## src/rtl/video_timing_gen.sv

```systemverilog
// Raster timing generator: pixel/line counters, frame-boundary config latch with
// validation, and delayed de/hsync/vsync strobes aligned to downstream pixel latency.
module video_timing_gen #(
  parameter int unsigned BIT_WIDTH  = 12,
  parameter int unsigned BIT_HEIGHT = 11,
  parameter int unsigned PIPE_LAT   = 2,
  parameter logic        SYNC_POL   = 1'b1
) (
  input  logic                  rtio_clk,
  input  logic                  rtio_resetn,
  input  logic                  en,
  input  logic [BIT_WIDTH-1:0]  h_active,
  input  logic [BIT_WIDTH-1:0]  h_fp,
  input  logic [BIT_WIDTH-1:0]  h_sync,
  input  logic [BIT_WIDTH-1:0]  h_bp,
  input  logic [BIT_HEIGHT-1:0] v_active,
  input  logic [BIT_HEIGHT-1:0] v_fp,
  input  logic [BIT_HEIGHT-1:0] v_sync,
  input  logic [BIT_HEIGHT-1:0] v_bp,
  output logic [BIT_WIDTH-1:0]  cx,
  output logic [BIT_HEIGHT-1:0] cy,
  output logic [BIT_WIDTH-1:0]  frame_width,
  output logic [BIT_HEIGHT-1:0] frame_height,
  output logic [BIT_WIDTH-1:0]  screen_width,
  output logic [BIT_HEIGHT-1:0] screen_height,
  output logic                  de,
  output logic                  hsync,
  output logic                  vsync,
  output logic                  frame_start,
  output logic                  cfg_err
);

  localparam logic [BIT_WIDTH+1:0]  HMax    = {2'b00, {BIT_WIDTH{1'b1}}};
  localparam logic [BIT_HEIGHT+1:0] VMax    = {2'b00, {BIT_HEIGHT{1'b1}}};
  localparam logic [BIT_WIDTH-1:0]  HActRst = BIT_WIDTH'(1920);
  localparam logic [BIT_WIDTH-1:0]  HSsRst  = BIT_WIDTH'(2008);
  localparam logic [BIT_WIDTH-1:0]  HSeRst  = BIT_WIDTH'(2052);
  localparam logic [BIT_WIDTH-1:0]  HTotRst = BIT_WIDTH'(2200);
  localparam logic [BIT_HEIGHT-1:0] VActRst = BIT_HEIGHT'(1080);
  localparam logic [BIT_HEIGHT-1:0] VSsRst  = BIT_HEIGHT'(1084);
  localparam logic [BIT_HEIGHT-1:0] VSeRst  = BIT_HEIGHT'(1089);
  localparam logic [BIT_HEIGHT-1:0] VTotRst = BIT_HEIGHT'(1125);

  typedef enum logic [0:0] {StIdle, StRun} state_e;

  state_e                state_q, state_d;
  logic [BIT_WIDTH-1:0]  cx_q, cx_d;
  logic [BIT_HEIGHT-1:0] cy_q, cy_d;
  // Latched config kept as thresholds: active end, sync start, sync end, total.
  logic [BIT_WIDTH-1:0]  h_act_q, h_act_d, h_ss_q, h_ss_d, h_se_q, h_se_d, h_tot_q, h_tot_d;
  logic [BIT_HEIGHT-1:0] v_act_q, v_act_d, v_ss_q, v_ss_d, v_se_q, v_se_d, v_tot_q, v_tot_d;
  logic                  cfg_err_q, cfg_err_d;

  logic [BIT_WIDTH+1:0]  h_sum;
  logic [BIT_HEIGHT+1:0] v_sum;
  logic                  cfg_ok, latch, h_last, v_last, run;

  assign h_sum = {2'b00, h_active} + {2'b00, h_fp} + {2'b00, h_sync} + {2'b00, h_bp};
  assign v_sum = {2'b00, v_active} + {2'b00, v_fp} + {2'b00, v_sync} + {2'b00, v_bp};
  assign cfg_ok = (h_active != '0) && (h_fp != '0) && (h_sync != '0) && (h_bp != '0) &&
                  (v_active != '0) && (v_fp != '0) && (v_sync != '0) && (v_bp != '0) &&
                  (h_sum <= HMax) && (v_sum <= VMax);

  assign h_last = (cx_q == h_tot_q - BIT_WIDTH'(1));
  assign v_last = (cy_q == v_tot_q - BIT_HEIGHT'(1));
  assign run    = (state_q == StRun);

  always_comb begin
    state_d   = state_q;
    cx_d      = cx_q;
    cy_d      = cy_q;
    h_act_d   = h_act_q;
    h_ss_d    = h_ss_q;
    h_se_d    = h_se_q;
    h_tot_d   = h_tot_q;
    v_act_d   = v_act_q;
    v_ss_d    = v_ss_q;
    v_se_d    = v_se_q;
    v_tot_d   = v_tot_q;
    cfg_err_d = cfg_err_q;
    latch     = 1'b0;
    unique case (state_q)
      StIdle: begin
        cx_d = '0;
        cy_d = '0;
        if (en) begin
          state_d = StRun;
          latch   = 1'b1;
        end
      end
      StRun: begin
        if (h_last) begin
          cx_d = '0;
          if (v_last) begin
            cy_d  = '0;
            latch = 1'b1;
            // en is only honoured at the frame boundary, so short dips are ignored.
            if (!en) state_d = StIdle;
          end else begin
            cy_d = cy_q + BIT_HEIGHT'(1);
          end
        end else begin
          cx_d = cx_q + BIT_WIDTH'(1);
        end
      end
      default: state_d = StIdle;
    endcase
    if (latch) begin
      if (cfg_ok) begin
        h_act_d   = h_active;
        h_ss_d    = h_active + h_fp;
        h_se_d    = h_active + h_fp + h_sync;
        h_tot_d   = h_sum[BIT_WIDTH-1:0];
        v_act_d   = v_active;
        v_ss_d    = v_active + v_fp;
        v_se_d    = v_active + v_fp + v_sync;
        v_tot_d   = v_sum[BIT_HEIGHT-1:0];
        cfg_err_d = 1'b0;
      end else begin
        cfg_err_d = 1'b1;
      end
    end
  end

  always_ff @(posedge rtio_clk) begin
    if (!rtio_resetn) begin
      state_q   <= StIdle;
      cx_q      <= '0;
      cy_q      <= '0;
      h_act_q   <= HActRst;
      h_ss_q    <= HSsRst;
      h_se_q    <= HSeRst;
      h_tot_q   <= HTotRst;
      v_act_q   <= VActRst;
      v_ss_q    <= VSsRst;
      v_se_q    <= VSeRst;
      v_tot_q   <= VTotRst;
      cfg_err_q <= 1'b0;
    end else begin
      state_q   <= state_d;
      cx_q      <= cx_d;
      cy_q      <= cy_d;
      h_act_q   <= h_act_d;
      h_ss_q    <= h_ss_d;
      h_se_q    <= h_se_d;
      h_tot_q   <= h_tot_d;
      v_act_q   <= v_act_d;
      v_ss_q    <= v_ss_d;
      v_se_q    <= v_se_d;
      v_tot_q   <= v_tot_d;
      cfg_err_q <= cfg_err_d;
    end
  end

  logic [2:0] raw, dly;
  assign raw[2] = run && (cx_q < h_act_q) && (cy_q < v_act_q);
  assign raw[1] = run && (cx_q >= h_ss_q) && (cx_q < h_se_q);
  assign raw[0] = run && (cy_q >= v_ss_q) && (cy_q < v_se_q);

  // Pipeline carries active-high flags; polarity is applied at the output.
  if (PIPE_LAT == 0) begin : g_nopipe
    assign dly = raw;
  end else begin : g_pipe
    logic [2:0] pipe_q [PIPE_LAT];
    always_ff @(posedge rtio_clk) begin
      if (!rtio_resetn) begin
        for (int i = 0; i < int'(PIPE_LAT); i++) pipe_q[i] <= '0;
      end else begin
        pipe_q[0] <= raw;
        for (int i = 1; i < int'(PIPE_LAT); i++) pipe_q[i] <= pipe_q[i-1];
      end
    end
    assign dly = pipe_q[PIPE_LAT-1];
  end

  assign cx            = cx_q;
  assign cy            = cy_q;
  assign frame_width   = h_tot_q;
  assign frame_height  = v_tot_q;
  assign screen_width  = h_act_q;
  assign screen_height = v_act_q;
  assign de            = dly[2];
  assign hsync         = dly[1] ? SYNC_POL : ~SYNC_POL;
  assign vsync         = dly[0] ? SYNC_POL : ~SYNC_POL;
  assign frame_start   = run && (cx_q == '0) && (cy_q == '0);
  assign cfg_err       = cfg_err_q;

endmodule

```

## config.mk

```make
export PLATFORM = sky130hd
export DESIGN_NAME = video_timing_gen
export DESIGN_NICKNAME = d
export VERILOG_FILES = /design/src/rtl/video_timing_gen.sv
export SDC_FILE = /design/constraint.sdc
export NUM_CORES = 1
export LEC_CHECK = 0
export ABC_AREA = 0
export ABC_CLOCK_PERIOD_IN_PS = 12050
export CAP_MARGIN = 20
export CORE_MARGIN = 5
export CORE_UTILIZATION = 25
export CTS_CLUSTER_DIAMETER = 200
export DETAILED_ROUTE_END_ITERATION = 16
export PLACE_DENSITY = 0.51
export SLEW_MARGIN = 20
export SYNTH_ARGS = -nofsm -noshare
export SYNTH_HDL_FRONTEND = slang
export SYNTH_SLANG_ARGS = --single-unit
```

## constraint.sdc

```tcl
create_clock -name rtio_clk -period 12.05 [get_ports rtio_clk]
set_clock_uncertainty 0.15 [all_clocks]
set_input_delay 2.41 -clock rtio_clk [delete_from_list [all_inputs] [get_ports rtio_clk]]
set_output_delay 2.41 -clock rtio_clk [all_outputs]
set_load 0.05 [all_outputs]
```

==> summary.md <==
The flow ran to the end, and the final reports show no timing, DRC or antenna violations. The number of H-tree branching levels came out at 4. The minimum period implied by the final worst setup slack works out to 7.445 ns.

The count of different cell masters after synthesis came out at 68. The number of global-route vias before repair came out at 9637. The sequential share of the synthesized area is 22.55%, and the gate count after technology mapping is 1299. The tools report the maximum number of pins on one net before global-route repair as 60. The tools report the master cell of the clock root buffer as clkbuf_16.

Counting along the longest clock path gives a buffer depth of 2. Dividing total power by cell area gives a power density of 113.1 mW/mm^2. The area growth from synthesis to layout was 26.41%; the overall die width was 219.0 um.

For the peak ir drop on the vdd network, the log shows 83.38 uV. The first TritonRoute pass finished after 4 iterations. STA classifies the critical path startpoint as an input port.

Among cell families on the critical path, the largest total delay comes from adder cells. After detailed routing, the total wire length is 36.77 mm. The count of flip-flops with a built-in enable after synthesis came out at 0. During synthesis, Yosys emitted a total of 0 warnings. The critical path in this run is classified as input port to flop. By instance count, the cell type seen most on the critical path is fa_1. The number of gates resized after CTS was 0. The final critical-path share of the clock period works out to 61.78%.

The worst setup path is captured at a flop. Setup violations remaining at the end of the flow were counted as 0. Summed over all nets, the half-perimeter wirelength after detailed placement is 30.76 mm. The clock net in this run drives a total of 123 sinks.

A synthesized cell averages 8.408 sq um. The worst path buffer plus inverter count was 5; the worst-margin pin slew was 0.9372 ns. The total overflow left after global routing is 0. The tools report the number of antenna violations at the first check in global routing as 0. Row generation in the floorplan step produced 76 rows. Layout cell share with drive strength beyond 1: 3.540%. For this run, design rule violations remaining after detail routing come to 0. The post-layout net count was 1742. The buffer count from post-CTS setup fixing is 0, and the effective utilization at floorplan is 25.30%.

The number of input and output port buffers inserted works out to 168. At the end of routability-driven placement, the weighted congestion stood at 0.8569. The clock reaches the later pin of the worst-skew pair after 0.43 ns. After clock tree synthesis, the clock-pin slew on the worst setup and hold paths is 0.06 ns.

The netlist area before placement is 0.01092 sq mm. The logs give 0 for the hold-fix buffer count after cts and 0.04317 sq mm for the area inside the core boundary. The top cell type's share of synthesized area works out to 22.55%. The routed layout has 9477 vias.

Number of antenna diodes: 0. TritonCTS built the clock tree. The die covers 0.04797 sq mm. The predominant post-synthesis flop cell is dfxtp_1. The logs give 0.1343 GHz for the timing-limited maximum frequency and 15.29% for the total global routing track utilization. Critical-path cell with the highest stage delay: fa_1. For this run, asynchronously set or reset flops after synthesis account for 0%. The number of slew-limit violations in the final report came out at 0. Setup repair after global routing left no endpoint under its margin. The signal on the critical path passes through clkdlybuf4s50_1 > inv_1 > fa_1 > fa_1 > inv_1 > ha_1 > fa_1 > a211oi_1 > o21ba_2 > a2bb2oi_1 > mux2_2 > nor4_1 > nand4_1 > buf_4 > buf_4 > mux2_1 > nor2_1. The final antenna-violating net count is 0.

On the worst path, the slowest cell contributes a delay of 0.54 ns. Number of violations reported at the end of detailed-routing iteration 0: 483. Data on the critical path arrives at its endpoint at 7.65 ns.

The tools report the count of max-cap constraint violations as 0. The min-delay analysis places its worst path in the category flop to flop. When the netlist entered floorplanning its net count stood at 1584. The first global-routing pass estimated 55.97 mm of wire. The final hold violation count was 0; the average routed wire per standard cell was 17.90 um. Measured along the y axis, the die boundary spans 219.0 um. The max-slew headroom at the worst pin is 37.52%, and the flip-flop and latch count after synthesis is 123. After routing, the total negative slack on setup checks comes to 0 ns. In the routed layout, each cell is associated on average with a via count of 4.614.

Ranked by total cell area, the synthesized netlist is headed by dfxtp_1 23%, ha_1 16%, fa_1 9.2%. For this design the top-level I/O count stands at 169. Counting the buffers created by CTS gives 17.

For the overall power after layout, the log shows 0.001561 W. For this design the static power due to leakage is 6.497 nW. dfxtp_1 takes more of the synthesized area than any other cell.

In this run the worst path has a maximum fanout of 59. Data on the critical path is required at its endpoint by 12.26 ns.
worst reg2reg max path, cell delays in order, from the launching register on:
cell,delay (ns)
dfxtp_1,0.38
inv_1,0.09
ha_1,0.23
or3b_2,0.52
nor4_1,0.43
o21ai_0,0.15
nand3_1,0.12
a211o_1,0.22
o31ai_2,0.13
nand4_1,0.11
buf_4,0.59
buf_4,0.78
mux2_1,0.41
nor2_1,0.07
power breakdown:
group	switching [W]	internal (W)
combinational	0.000349	0.000264
sequential	0.0000184	0.000423
clock	0.000189	0.000318
total	0.000556	0.00101
synthesized netlist by cell type, types with 6 or more instances:
| cell | n |
|---|---|
| a211oi_1 | 13 |
| a21boi_0 | 6 |
| a21o_1 | 22 |
| a21oi_1 | 54 |
| and3_1 | 15 |
| buf_2 | 10 |
| clkbuf_1 | 22 |
| dfxtp_1 | 123 |
| fa_1 | 50 |
| ha_1 | 140 |
| inv_1 | 214 |
| mux2i_1 | 69 |
| nand2_1 | 58 |
| nand2b_1 | 13 |
| nand3_1 | 31 |
| nand4_1 | 9 |
| nor2_1 | 113 |
| nor2b_1 | 18 |
| nor3_1 | 25 |
| nor4_1 | 31 |
| o211ai_1 | 16 |
| o21ai_0 | 47 |
| o21bai_1 | 9 |
| or3_1 | 6 |
| xnor2_1 | 68 |
| xor2_1 | 26 |
cells in the final DEF, fill, tap and decap left out, drive strengths merged, types with 32 or more instances in the layout:
cell type / netlist / layout
a21oi: 54 / 54
clkdlybuf4s50: 0 / 167
dfxtp: 123 / 123
fa: 50 / 50
ha: 140 / 140
inv: 214 / 216
mux2i: 69 / 69
nand2: 58 / 58
nor2: 113 / 113
nor4: 32 / 32
o21ai: 47 / 47
xnor2: 68 / 68
logic make-up (layout without fill, tap and decap cells):
group	after synthesis	count (layout)	synth area share, %
simple gates	348	348	15.82
flops	123	123	22.55
compound gates	226	226	13.76
mux	71	71	6.530
xor+xnor	94	94	7.538
buf+inv	247	417	8.603
fa+ha+maj	190	190	25.20
metrics by stage:
step                cell area (sq um)  cells  hold WS, ns  util [%]  setup WS [ns]
CTS                             13810   2054       0.2984     31.98          4.571
finish                          13810   2054       0.2994     31.98          4.605
floorplan                       10920   1299       0.2619         -          5.623
global route                    13810   2054       0.3122     31.98          4.256
global placement                13220   2023       0.2739     30.62          4.124
detailed placement              13220   2023       0.2844     30.62          4.130
path summary, 6_finish.rpt:
| check | start | to | slack [ns] | depth (start not counted) |
|---|---|---|---|---|
| worst min-delay path | g_pipe.pipe_q[0][0] | g_pipe.pipe_q[0][3] | 0.30 | 1 |
| worst max register to register | frame_width[0] | h_se_q[8] | 7.58 | 13 |
| worst min register to register | g_pipe.pipe_q[0][0] | g_pipe.pipe_q[0][3] | 0.30 | 1 |
| worst max-delay path | v_active[1] | h_se_q[8] | 4.60 | 17 |
area by class of cell:
class	instances	area, sq um
Sequential cell	123	2462
Timing Repair Buffer	171	1699
Inverter	215	807.0
Clock buffer	20	466.7
Tap cell	585	732.0
Multi-Input combinational cell	929	7520
Fill cell	4572	29370
Clock inverter	11	118.9
metal layers:
metal	track usage, %	vias to the layer above	routed length, um	share of wire [%]
li1	-	4752	-	-
met1	20.92	4494	18050	49
met2	23.97	191	16070	44
met3	3.449	40	1746	4.7
met4	4.857	0	903	2.5
met5	0	-	0	0
registers in the layout (all words and copies together) (netlist names), 11 cells and up:
| name | flops |
|---|---|
| cx | 12 |
| frame_width | 12 |
| h_se_q | 12 |
| h_ss_q | 12 |
| screen_width | 12 |
| cy | 11 |
| frame_height | 11 |
| screen_height | 11 |
| v_se_q | 11 |
| v_ss_q | 11 |
No activity file was read; power rests on OpenSTA's default activity.
